[config.mk]
export PLATFORM = sky130hd
export DESIGN_NAME = clock_set_ctrl
export DESIGN_NICKNAME = d
export VERILOG_FILES = /design/src/rtl/clock_pkg.sv /design/src/rtl/clock_set_ctrl_btn_repeat.sv /design/src/rtl/clock_set_ctrl.sv
export SDC_FILE = /design/constraint.sdc
export NUM_CORES = 1
export LEC_CHECK = 0
export CAP_MARGIN = 40
export CORE_MARGIN = 2
export CORE_UTILIZATION = 40
export DETAILED_ROUTE_END_ITERATION = 12
export PLACE_DENSITY = 0.7
export REMOVE_ABC_BUFFERS = 1
export SLEW_MARGIN = 20
export SYNTH_ARGS = -nofsm -noshare
export SYNTH_HDL_FRONTEND = slang
export SYNTH_SLANG_ARGS = --single-unit
[constraint.sdc]
create_clock -name clk_100MHz_i -period 2.6 [get_ports clk_100MHz_i]
set_input_delay 0.39 -clock clk_100MHz_i [delete_from_list [all_inputs] [get_ports clk_100MHz_i]]
set_output_delay 0.39 -clock clk_100MHz_i [all_outputs]
set_load 0.03 [all_outputs]
[src/rtl/clock_pkg.sv]
// Shared types and constants for the HH:MM:SS time-keeping controller.
package clock_pkg;

    typedef enum logic [1:0] {
        RUN   = 2'd0,
        SET_H = 2'd1,
        SET_M = 2'd2,
        SET_S = 2'd3
    } mode_t;

    localparam int HOURS_W   = 5;
    localparam int MIN_SEC_W = 6;

    localparam logic [HOURS_W-1:0]   MAX_HOURS   = 5'd23;
    localparam logic [MIN_SEC_W-1:0] MAX_MIN_SEC = 6'd59;

endpackage

[src/rtl/clock_set_ctrl_btn_repeat.sv]
// Button step generator: one pulse on a rising edge, then auto-repeat
// while the key is held alone (the other button released).
module btn_repeat #(
    parameter int REPEAT_DELAY  = 50_000_000,
    parameter int REPEAT_PERIOD = 10_000_000
) (
    input  logic clk_100MHz_i,
    input  logic rstn_i,
    input  logic key_i,
    input  logic inhibit_i,
    output logic step_o
);

    localparam int CNT_W = $clog2(REPEAT_DELAY + 1);
    // After a repeat the counter restarts so the next hit lands
    // exactly REPEAT_PERIOD cycles later.
    localparam logic [CNT_W-1:0] DELAY_VAL  = CNT_W'(REPEAT_DELAY);
    localparam logic [CNT_W-1:0] RELOAD_VAL = CNT_W'(REPEAT_DELAY - REPEAT_PERIOD + 1);

    logic             key_prev_reg;
    logic [CNT_W-1:0] cnt_reg;
    logic [CNT_W-1:0] cnt_next;
    logic             key_edge;
    logic             repeat_hit;

    // Edge detection and hold counter; the step is combinational so the
    // owner registers its effect one cycle after the key is first seen high.
    always_comb begin
        key_edge   = key_i & ~key_prev_reg;
        repeat_hit = 1'b0;
        cnt_next   = '0;
        if (key_i && !inhibit_i) begin
            if (cnt_reg == DELAY_VAL) begin
                repeat_hit = 1'b1;
                cnt_next   = RELOAD_VAL;
            end else begin
                cnt_next = cnt_reg + 1'b1;
            end
        end
        step_o = key_edge | repeat_hit;
    end

    // History resets high so a key held through reset yields no edge.
    always_ff @(posedge clk_100MHz_i) begin
        if (!rstn_i) begin
            key_prev_reg <= 1'b1;
            cnt_reg      <= '0;
        end else begin
            key_prev_reg <= key_i;
            cnt_reg      <= cnt_next;
        end
    end

endmodule

[src/rtl/clock_set_ctrl.sv]
// Time-keeping and time-setting controller: owns HH:MM:SS, advances on the
// 1 Hz tick in RUN, edits one field at a time in the SET modes and drives
// the blink mask for the field under edit.
module clock_set_ctrl
    import clock_pkg::*;
#(
    parameter int REPEAT_DELAY  = 50_000_000,
    parameter int REPEAT_PERIOD = 10_000_000,
    parameter int BLINK_HALF    = 25_000_000
) (
    input  logic                 clk_100MHz_i,
    input  logic                 rstn_i,
    input  logic                 seconds_pulse_i,
    input  logic                 inc_i,
    input  logic                 dec_i,
    input  logic                 config_i,
    output logic [MIN_SEC_W-1:0] seconds_o,
    output logic [MIN_SEC_W-1:0] minutes_o,
    output logic [HOURS_W-1:0]   hours_o,
    output logic [1:0]           mode_o,
    output logic [2:0]           blank_mask_o
);

    localparam int BLINK_W = (BLINK_HALF > 1) ? $clog2(BLINK_HALF) : 1;
    localparam logic [BLINK_W-1:0] BLINK_LAST = BLINK_W'(BLINK_HALF - 1);

    mode_t                mode_reg, mode_next;
    logic [HOURS_W-1:0]   hours_reg, hours_next;
    logic [MIN_SEC_W-1:0] minutes_reg, minutes_next;
    logic [MIN_SEC_W-1:0] seconds_reg, seconds_next;
    logic [BLINK_W-1:0]   blink_cnt_reg, blink_cnt_next;
    logic                 phase_reg, phase_next;
    logic [2:0]           mask_reg, mask_next;
    logic                 cfg_prev_reg;

    logic [1:0] key_lvl;
    logic [1:0] key_step;
    logic       cfg_edge;
    logic       do_inc;
    logic       do_dec;
    logic       step;

    // Index 0 = inc, 1 = dec; each button is inhibited by the other.
    assign key_lvl = {dec_i, inc_i};

    generate
        for (genvar gi = 0; gi < 2; gi++) begin : g_btn
            btn_repeat #(
                .REPEAT_DELAY (REPEAT_DELAY),
                .REPEAT_PERIOD(REPEAT_PERIOD)
            ) u_btn (
                .clk_100MHz_i(clk_100MHz_i),
                .rstn_i      (rstn_i),
                .key_i       (key_lvl[gi]),
                .inhibit_i   (key_lvl[1-gi]),
                .step_o      (key_step[gi])
            );
        end
    endgenerate

    // Next-state logic: mode sequencing, time update, blink and mask.
    always_comb begin
        mode_next      = mode_reg;
        hours_next     = hours_reg;
        minutes_next   = minutes_reg;
        seconds_next   = seconds_reg;
        blink_cnt_next = blink_cnt_reg;
        phase_next     = phase_reg;
        mask_next      = 3'b000;

        cfg_edge = config_i & ~cfg_prev_reg;
        // Opposing steps in the same cycle cancel; a config edge wins over a step.
        do_inc = key_step[0] & ~key_step[1];
        do_dec = key_step[1] & ~key_step[0];
        step   = (do_inc | do_dec) & ~cfg_edge & (mode_reg != RUN);

        case (mode_reg)
            RUN: begin
                if (seconds_pulse_i) begin
                    if (seconds_reg == MAX_MIN_SEC) begin
                        seconds_next = '0;
                        if (minutes_reg == MAX_MIN_SEC) begin
                            minutes_next = '0;
                            hours_next   = (hours_reg == MAX_HOURS) ? '0 : hours_reg + 1'b1;
                        end else begin
                            minutes_next = minutes_reg + 1'b1;
                        end
                    end else begin
                        seconds_next = seconds_reg + 1'b1;
                    end
                end
            end
            SET_H: begin
                if (step) begin
                    if (do_inc) hours_next = (hours_reg == MAX_HOURS) ? '0 : hours_reg + 1'b1;
                    else        hours_next = (hours_reg == '0) ? MAX_HOURS : hours_reg - 1'b1;
                end
            end
            SET_M: begin
                if (step) begin
                    if (do_inc) minutes_next = (minutes_reg == MAX_MIN_SEC) ? '0 : minutes_reg + 1'b1;
                    else        minutes_next = (minutes_reg == '0) ? MAX_MIN_SEC : minutes_reg - 1'b1;
                end
            end
            default: begin
                if (step) begin
                    if (do_inc) seconds_next = (seconds_reg == MAX_MIN_SEC) ? '0 : seconds_reg + 1'b1;
                    else        seconds_next = (seconds_reg == '0) ? MAX_MIN_SEC : seconds_reg - 1'b1;
                end
            end
        endcase

        if (cfg_edge) begin
            case (mode_reg)
                RUN:     mode_next = SET_H;
                SET_H:   mode_next = SET_M;
                SET_M:   mode_next = SET_S;
                default: mode_next = RUN;
            endcase
        end

        // Any edit activity restarts the blink so the field is shown at once.
        if (cfg_edge || step) begin
            blink_cnt_next = '0;
            phase_next     = 1'b0;
        end else if (blink_cnt_reg == BLINK_LAST) begin
            blink_cnt_next = '0;
            phase_next     = ~phase_reg;
        end else begin
            blink_cnt_next = blink_cnt_reg + 1'b1;
        end

        case (mode_next)
            SET_H:   mask_next = {phase_next, 2'b00};
            SET_M:   mask_next = {1'b0, phase_next, 1'b0};
            SET_S:   mask_next = {2'b00, phase_next};
            default: mask_next = 3'b000;
        endcase
    end

    // State registers with synchronous active-low reset.
    always_ff @(posedge clk_100MHz_i) begin
        if (!rstn_i) begin
            mode_reg      <= RUN;
            hours_reg     <= '0;
            minutes_reg   <= '0;
            seconds_reg   <= '0;
            blink_cnt_reg <= '0;
            phase_reg     <= 1'b0;
            mask_reg      <= 3'b000;
            cfg_prev_reg  <= 1'b1;
        end else begin
            mode_reg      <= mode_next;
            hours_reg     <= hours_next;
            minutes_reg   <= minutes_next;
            seconds_reg   <= seconds_next;
            blink_cnt_reg <= blink_cnt_next;
            phase_reg     <= phase_next;
            mask_reg      <= mask_next;
            cfg_prev_reg  <= config_i;
        end
    end

    assign seconds_o    = seconds_reg;
    assign minutes_o    = minutes_reg;
    assign hours_o      = hours_reg;
    assign mode_o       = mode_reg;
    assign blank_mask_o = mask_reg;

endmodule

## Yosys cells after proc, flatten, opt, wreduce, memory -nomap -nowiden

Cells that the tools add are included.

- Bits in registers: 103
- Bits of input ports: 6
- Output and inout port bits: 22
- Logic and storage cells: 114

- Add/sub/neg operators: 9
- Eq/ne operators: 16
- Multiplexer cells: 32
- Bitwise operators: 21
- Reductions and logical operators: 22

Operators with widths:

| kind | number |
|---|---|
| 2-to-1 mux 6 bit | 11 |
| adder 26 x 1 -> 26 bit, second input constant | 2 |
| == test 26 bit, second input constant | 2 |
| 2-to-1 mux 26 bit | 2 |
| 2-to-1 mux 5 bit | 7 |
| adder 25 x 1 -> 25 bit, second input constant | 1 |
| == test 25 bit, second input constant | 1 |
| one-hot mux 6 bit (2 select lines) | 2 |
| adder 6 x 1 -> 6 bit, second input constant | 2 |
| == test 6 bit, second input constant | 2 |
| logical NOT 6 bit | 2 |
| subtractor 6 x 1 -> 6 bit, second input constant | 2 |
| NOT 1 bit | 11 |
| inequality test 2 bit, second input constant | 5 |
| one-hot mux 5 bit (2 select lines) | 1 |
| one-hot mux 3 bit (3 select lines) | 1 |
| OR reduction 3 bit | 3 |
| nonzero test 2 bit | 4 |
| bitwise AND 1 bit | 7 |
| == test 2 bit, second input constant | 3 |
| 2-to-1 mux 1 bit | 6 |
| one-hot mux 2 bit (3 select lines) | 1 |
| adder 5 x 1 -> 5 bit, second input constant | 1 |
| == test 5 bit, second input constant | 1 |
| 14 further kinds | 20 |

## Logic depth before layout (Yosys ltp)

- Depth in word-level cells: 12
- Mapped depth: 14
- Depth with buffers taken out: 13

## Modules after synthesis

A second synthesis with hierarchy kept.

- Cell total of the unflattened synthesis: 659
- Area, all modules: 5,431.5 µm²

By module, submodules not included:

| module | instances | cells each | area each (µm²) | seq. area each (µm²) |
|---|---|---|---|---|
| clock_set_ctrl | 1 | 359 | 2,836.5 | 980.9 |
| btn_repeat | 2 | 150 | 1,297.5 | 540.5 |

## Worst setup path before layout

No wires, ideal clock.

- Kind: flip-flop to flip-flop
- Start point: register g_btn[1].u_btn.cnt_reg[19]
- End point: register hours_reg[4], in the netlist hours_o[4]
- Data arrival time: 2,770 ps
- Required time: 2,514 ps
- Setup slack: -256 ps
- Stages on the path, launching flop included: 12
- Period minus slack after synthesis: 2,856 ps
- Path through: dfxtp_1 nand4_1 or2_2 or3_1 o21ai_0 nand2_1 ha_1 nand2b_1 or4b_2 o21ai_0 a21oi_1 a211oi_1

- Longest elaborated chain between the ends: 11
- Elaborated cells between the ends (all ways): 15
- Classes of those cells: 2 x eq/ne; 5 x mux; 7 x bitwise; 1 x reduce/logical

RTL lines:

| item | line | source |
|---|---|---|
| from (decl) | clock_set_ctrl_btn_repeat.sv:21 | `logic [CNT_W-1:0] cnt_reg;` |
| from (signal assigned) | clock_set_ctrl_btn_repeat.sv:50 | `cnt_reg <= cnt_next;` |
| == test 26 bit * | clock_set_ctrl_btn_repeat.sv:33 | `if (cnt_reg == DELAY_VAL) begin` |
| 2-to-1 mux 1 bit * | clock_set_ctrl_btn_repeat.sv:33 |  |
| 2-to-1 mux 1 bit * | clock_set_ctrl_btn_repeat.sv:32 | `if (key_i && !inhibit_i) begin` |
| bitwise OR 1 bit * | clock_set_ctrl_btn_repeat.sv:40 | `step_o = key_edge \| repeat_hit;` |
| NOT 1 bit | clock_set_ctrl.sv:73 | `do_inc = key_step[0] & ~key_step[1];` |
| bitwise AND 1 bit | clock_set_ctrl.sv:73 |  |
| bitwise OR 1 bit | clock_set_ctrl.sv:75 | `step = (do_inc \| do_dec) & ~cfg_edge & (mode_reg != RUN);` |
| bitwise AND 1 bit (2 in series) | clock_set_ctrl.sv:75 |  |
| inequality test 2 bit (no line) | n/a |  |
| AND reduction 5 bit (no line) | n/a |  |
| to (signal assigned) | clock_set_ctrl.sv:154 | `hours_reg <= hours_next;` |
| to (decl) | clock_set_ctrl.sv:28 | `logic [HOURS_W-1:0] hours_reg, hours_next;` |

Mark *: on every way between the ends. The rest lies on a longest branch, timed or not. The select of a mux whose other input is x is not followed.
A chain may end at the register's enable or synchronous reset.

## Final worst setup path

- Start point: register g_btn[1].u_btn.cnt_reg[0]
- End point: register hours_reg[4], in the netlist hours_o[4]

The elaborated chain is that of the path after synthesis.

==> results.md <==
- The run finished, with violations left.
- The final reports fail on setup timing.
- Setup violations remaining at the end of the flow were counted as 12.
- The total congestion overflow after global routing is 0.
- After routing, the total negative slack on setup checks comes to -0.164 ns.
- The leakage power total is 2.43 nW.
- The headroom to the max-slew limit is 48.1%.
- The commonest cells after synthesis are 103 x dfxtp_1, 99 x nor2_1, 46 x nand2_1, 45 x nand3_1, 39 x xor2_1.
- The number of slew-limit violations in the final report came to 0.
- The share of layout cells above drive strength 1 is 22.2%.
- After filler insertion, the fill cell instance count of the layout stands at 1152.
- The number of detailed-routing iterations run before antenna repair is 5.
- The detail-routed via count per cell is 5.27.
- In this run the power density over the cells is 468 nW/µm².
- After floorplanning, the core was sized to cover 12700 µm².
- TritonCTS built the clock tree.
- The floorplan step set the die width to 118 µm.
- The floorplan row count is 41.
- The most numerous cell in the Yosys netlist is dfxtp_1.
- Clock-pin slew was measured on the worst setup and hold paths at 0.07 ns.
- The number of endpoints with negative hold slack in the final report is 0.
- The buffer cell driving the clock tree root is clkbuf_16.
- The layout-stage area growth over the synthesis result is 30.5%.
- The wire length on met1 is 5460 µm.
- Net switching is 24.0% of the power.
- In the synthesized netlist the async set-or-reset flop fraction comes to 0%.
- The routed length on met2 is 6230 µm.
- The maximum number of pins on one net before global-route repair is 26.
- The via count of the first global-routing pass is 4565.
- The die is 118 µm tall.
- After routing the design area is 6780 µm².
- The kind of capture point of the worst setup path is a flip-flop.
- The count of nets left with antenna violations once routing finished came out at 0.
- The worst setup path category is flip-flop to flip-flop.
- The arrival time of the worst setup path is 2.90 ns.
- Once routing completed, OpenROAD measured the worst setup slack at -0.0506 ns.
- The final RePlAce weighted congestion is 0.898.
- The clock network latency to the later pin of the worst-skew pair is 0.34 ns.
- The average wire per cell in the routed design is 13.7 µm.
- Combinational logic burns 8.5% of the power.
- For this run, the register share of the synthesized area comes to 39.7%.
- The instance area at placement is 6180 µm².
- The category of cells accounting for the largest share of critical-path delay is simple AND/OR/NAND/NOR gates.
- The switching power is 0.763 mW.
- The count of different cell masters after synthesis is 55.
- Clock tree synthesis found a total of 103 sinks.
- In this run, synthesis produced a sequential element count of 103.
- The count of hold buffers inserted by post-cts repair is 0.
- The required time at the worst-slack endpoint is 2.85 ns.
- Detailed placement ended at an HPWL of 8500 µm.
- The detailed-route wire length is 12300 µm.
- The setup slack of the most critical reg-to-reg path is -0.05 ns.
- The count of input and output buffers is 27.
- On the worst path, the slowest cell contributes a delay of 0.54 ns.
- Based on the critical path, the design can be clocked at up to 377 MHz.
- In the post-synthesis netlist, the biggest area contributors are dfxtp_1 40%, nor2_1 7.1%, xor2_1 6.6%.
- OpenSTA, run right after detailed placement, puts the worst setup slack at -0.455 ns.
- The flip-flop count of the largest register, all copies and words added is 52.
- For the finished layout, the period the worst path requires is 2.65 ns.
- In this run the top signal layer used is met4.
- Detailed routing inserted a total of 4755 vias.
- The initial antenna violation count was 0.
- The repair_antennas step left the layout with diodes totalling 0.
- The worst min-delay path class is flip-flop to flip-flop.
- The top cell type's share of synthesized area is 39.7%.
- The power share of the clock group is 40.5%.
- After synthesis, the mean cell area works out to 8.24 µm².
- The post-layout total power is 3.18 mW.
- The cell taking the most area after synthesis is dfxtp_1.
- The highest fanout seen on the critical path is 3.
- In the synthesized netlist, the number of instances is 631.
- In this run, CTS created clock tree buffers numbering 9.
- The detailed router finished its first iteration with 259 violations.
- The total placed cells including tap cells is 883.
- The full die area is 13900 µm².
- Once the floorplan was initialized, standard cells occupied 41.0% of the core.
- The peak ir drop on the vdd network is 0.000251 V.
- The first-pass GRT wire length is 20900 µm.
- The maximum root-to-sink buffer count is 2.
- The number of flops mapped to enable cells by yosys is 0.
- The internal power of the cells totals 2.41 mW.
- The transition time of the tightest slew-check pin is 0.768 ns.
- The netlist area before placement is 5200 µm².
- The top-level I/O count is 28.
- The share of power burned in registers is 51.0%.
- At the end of the flow, the number of nets in the layout was 748.
- The ratio of final minimum period to clock period is 102%.
- In the synthesized netlist the dominant register cell turns out to be dfxtp_1.
- The worst setup path is launched from a flip-flop.
- The non-filler instance count after layout is 902.
- The detailed route wirelength on metal3 is 463 µm.
- For this design, the slowest cell found on the critical path is or4b_4.
- Walking the worst path, the cells encountered are inv_2 -> ha_4 -> nor4b_4 -> nand4_1 -> or3_4 -> o21ai_2 -> nand2_1 -> ha_4 -> nand2b_4 -> or4b_4 -> o21ai_2 -> a21oi_2 -> a211oi_1.
- For the final database, setup skew stands at 0.00761 ns.
- The count of buffering cells on the critical path with inverters included is 1.
- Yosys printed 0 warnings.
- The number of remaining DRC errors is 0.
- Global routing used 17.9% of the available tracks.
- Setup repair after global routing could not meet its margin everywhere.
- In this run the number of H-tree levels came out at 3.
- The max-capacitance violation count is 0.
==> layout make-up <==
cell class | instances | area, µm² | share of cell area (%)
timing repair buffer | 109 | 928 | 13.7
sequential | 103 | 2070 | 30.5
tap | 172 | 215 | 3.17
inverter | 25 | 93.8 | 1.38
multi-input combinational | 477 | 3190 | 47.1
clock inverter | 5 | 31.3 | 0.461
clock buffer | 11 | 253 | 3.73
==> layout by cell type, fill, tap and decap left out, types with 4 or more instances in the layout <==
master           instances
a21oi_2                  5
buf_4                   73
nor3_1                  15
xor2_1                  39
buf_6                    8
clkbuf_16                9
clkdlybuf4s50_1         27
o21ai_1                  6
and4_1                   7
nor2_2                   4
and3_1                  12
nand4_1                 24
dfxtp_2                  4
inv_2                    5
nand2_1                 45
inv_1                   20
nand2b_1                 7
dfxtp_1                 99
nand3_1                 44
nand3b_1                 4
or3_1                    4
o21ai_2                  4
o21ai_0                 12
nor2_1                  94
a21oi_1                 21
ha_1                    14
xnor2_1                 34
==> logic make-up after synthesis <==
| group | share of synthesized area (%) |
|---|---|
| compound gates | 9.63 |
| flops | 39.7 |
| simple gates | 29.8 |
| fa+ha+maj | 4.09 |
| mux | 0.578 |
| xor+xnor | 12.3 |
| buf+inv | 3.97 |
==> power groups by stage <==
stage / sequential (mW) / combinational [mW] / clock (mW)
5_1_grt: 1.62 / 0.294 / 1.38
4_1_cts: 1.62 / 0.244 / 1.32
6_report: 1.62 / 0.269 / 1.29
3_3_place_gp: 1.65 / 0.218 / 0
2_1_floorplan: 1.67 / 0.114 / 0
3_5_place_dp: 1.65 / 0.225 / 0
==> per-stage QoR <==
stage / util (%) / hold slack (ns)
after CTS: 52.3 / 0.483
final: 53.5 / 0.481
after detailed placement: 48.7 / 0.466
after global placement: 48.7 / 0.466
after global routing: 53.5 / 0.518
after floorplan: - / 0.442
==> worst paths after layout <==
path                                                 from          endpoint  cells after the start
worst max-delay path            g_btn[1].u_btn.cnt_reg[0]        hours_o[4]                     13
worst min-delay path                     blink_cnt_reg[0]  blink_cnt_reg[0]                      1
worst max register to register  g_btn[1].u_btn.cnt_reg[0]        hours_o[4]                     13
worst min register to register           blink_cnt_reg[0]  blink_cnt_reg[0]                      1
==> per-layer routing <==
metal  vias up  global-route usage (%)
met3        16                    3.10
met2        98                    31.2
met1      2265                    22.3
met5         -                       0
li1       2376                       -
met4         0                    6.10
==> what timing repair did <==
action                                  4_1_cts  5_1_grt
gates resized for setup                      37       44
endpoints found under the setup margin       46       46
gates cloned                                  0        0
pin swaps                                    10       11
buffers inserted                              2        1
Note: power is estimated with default switching activity, not from simulation.
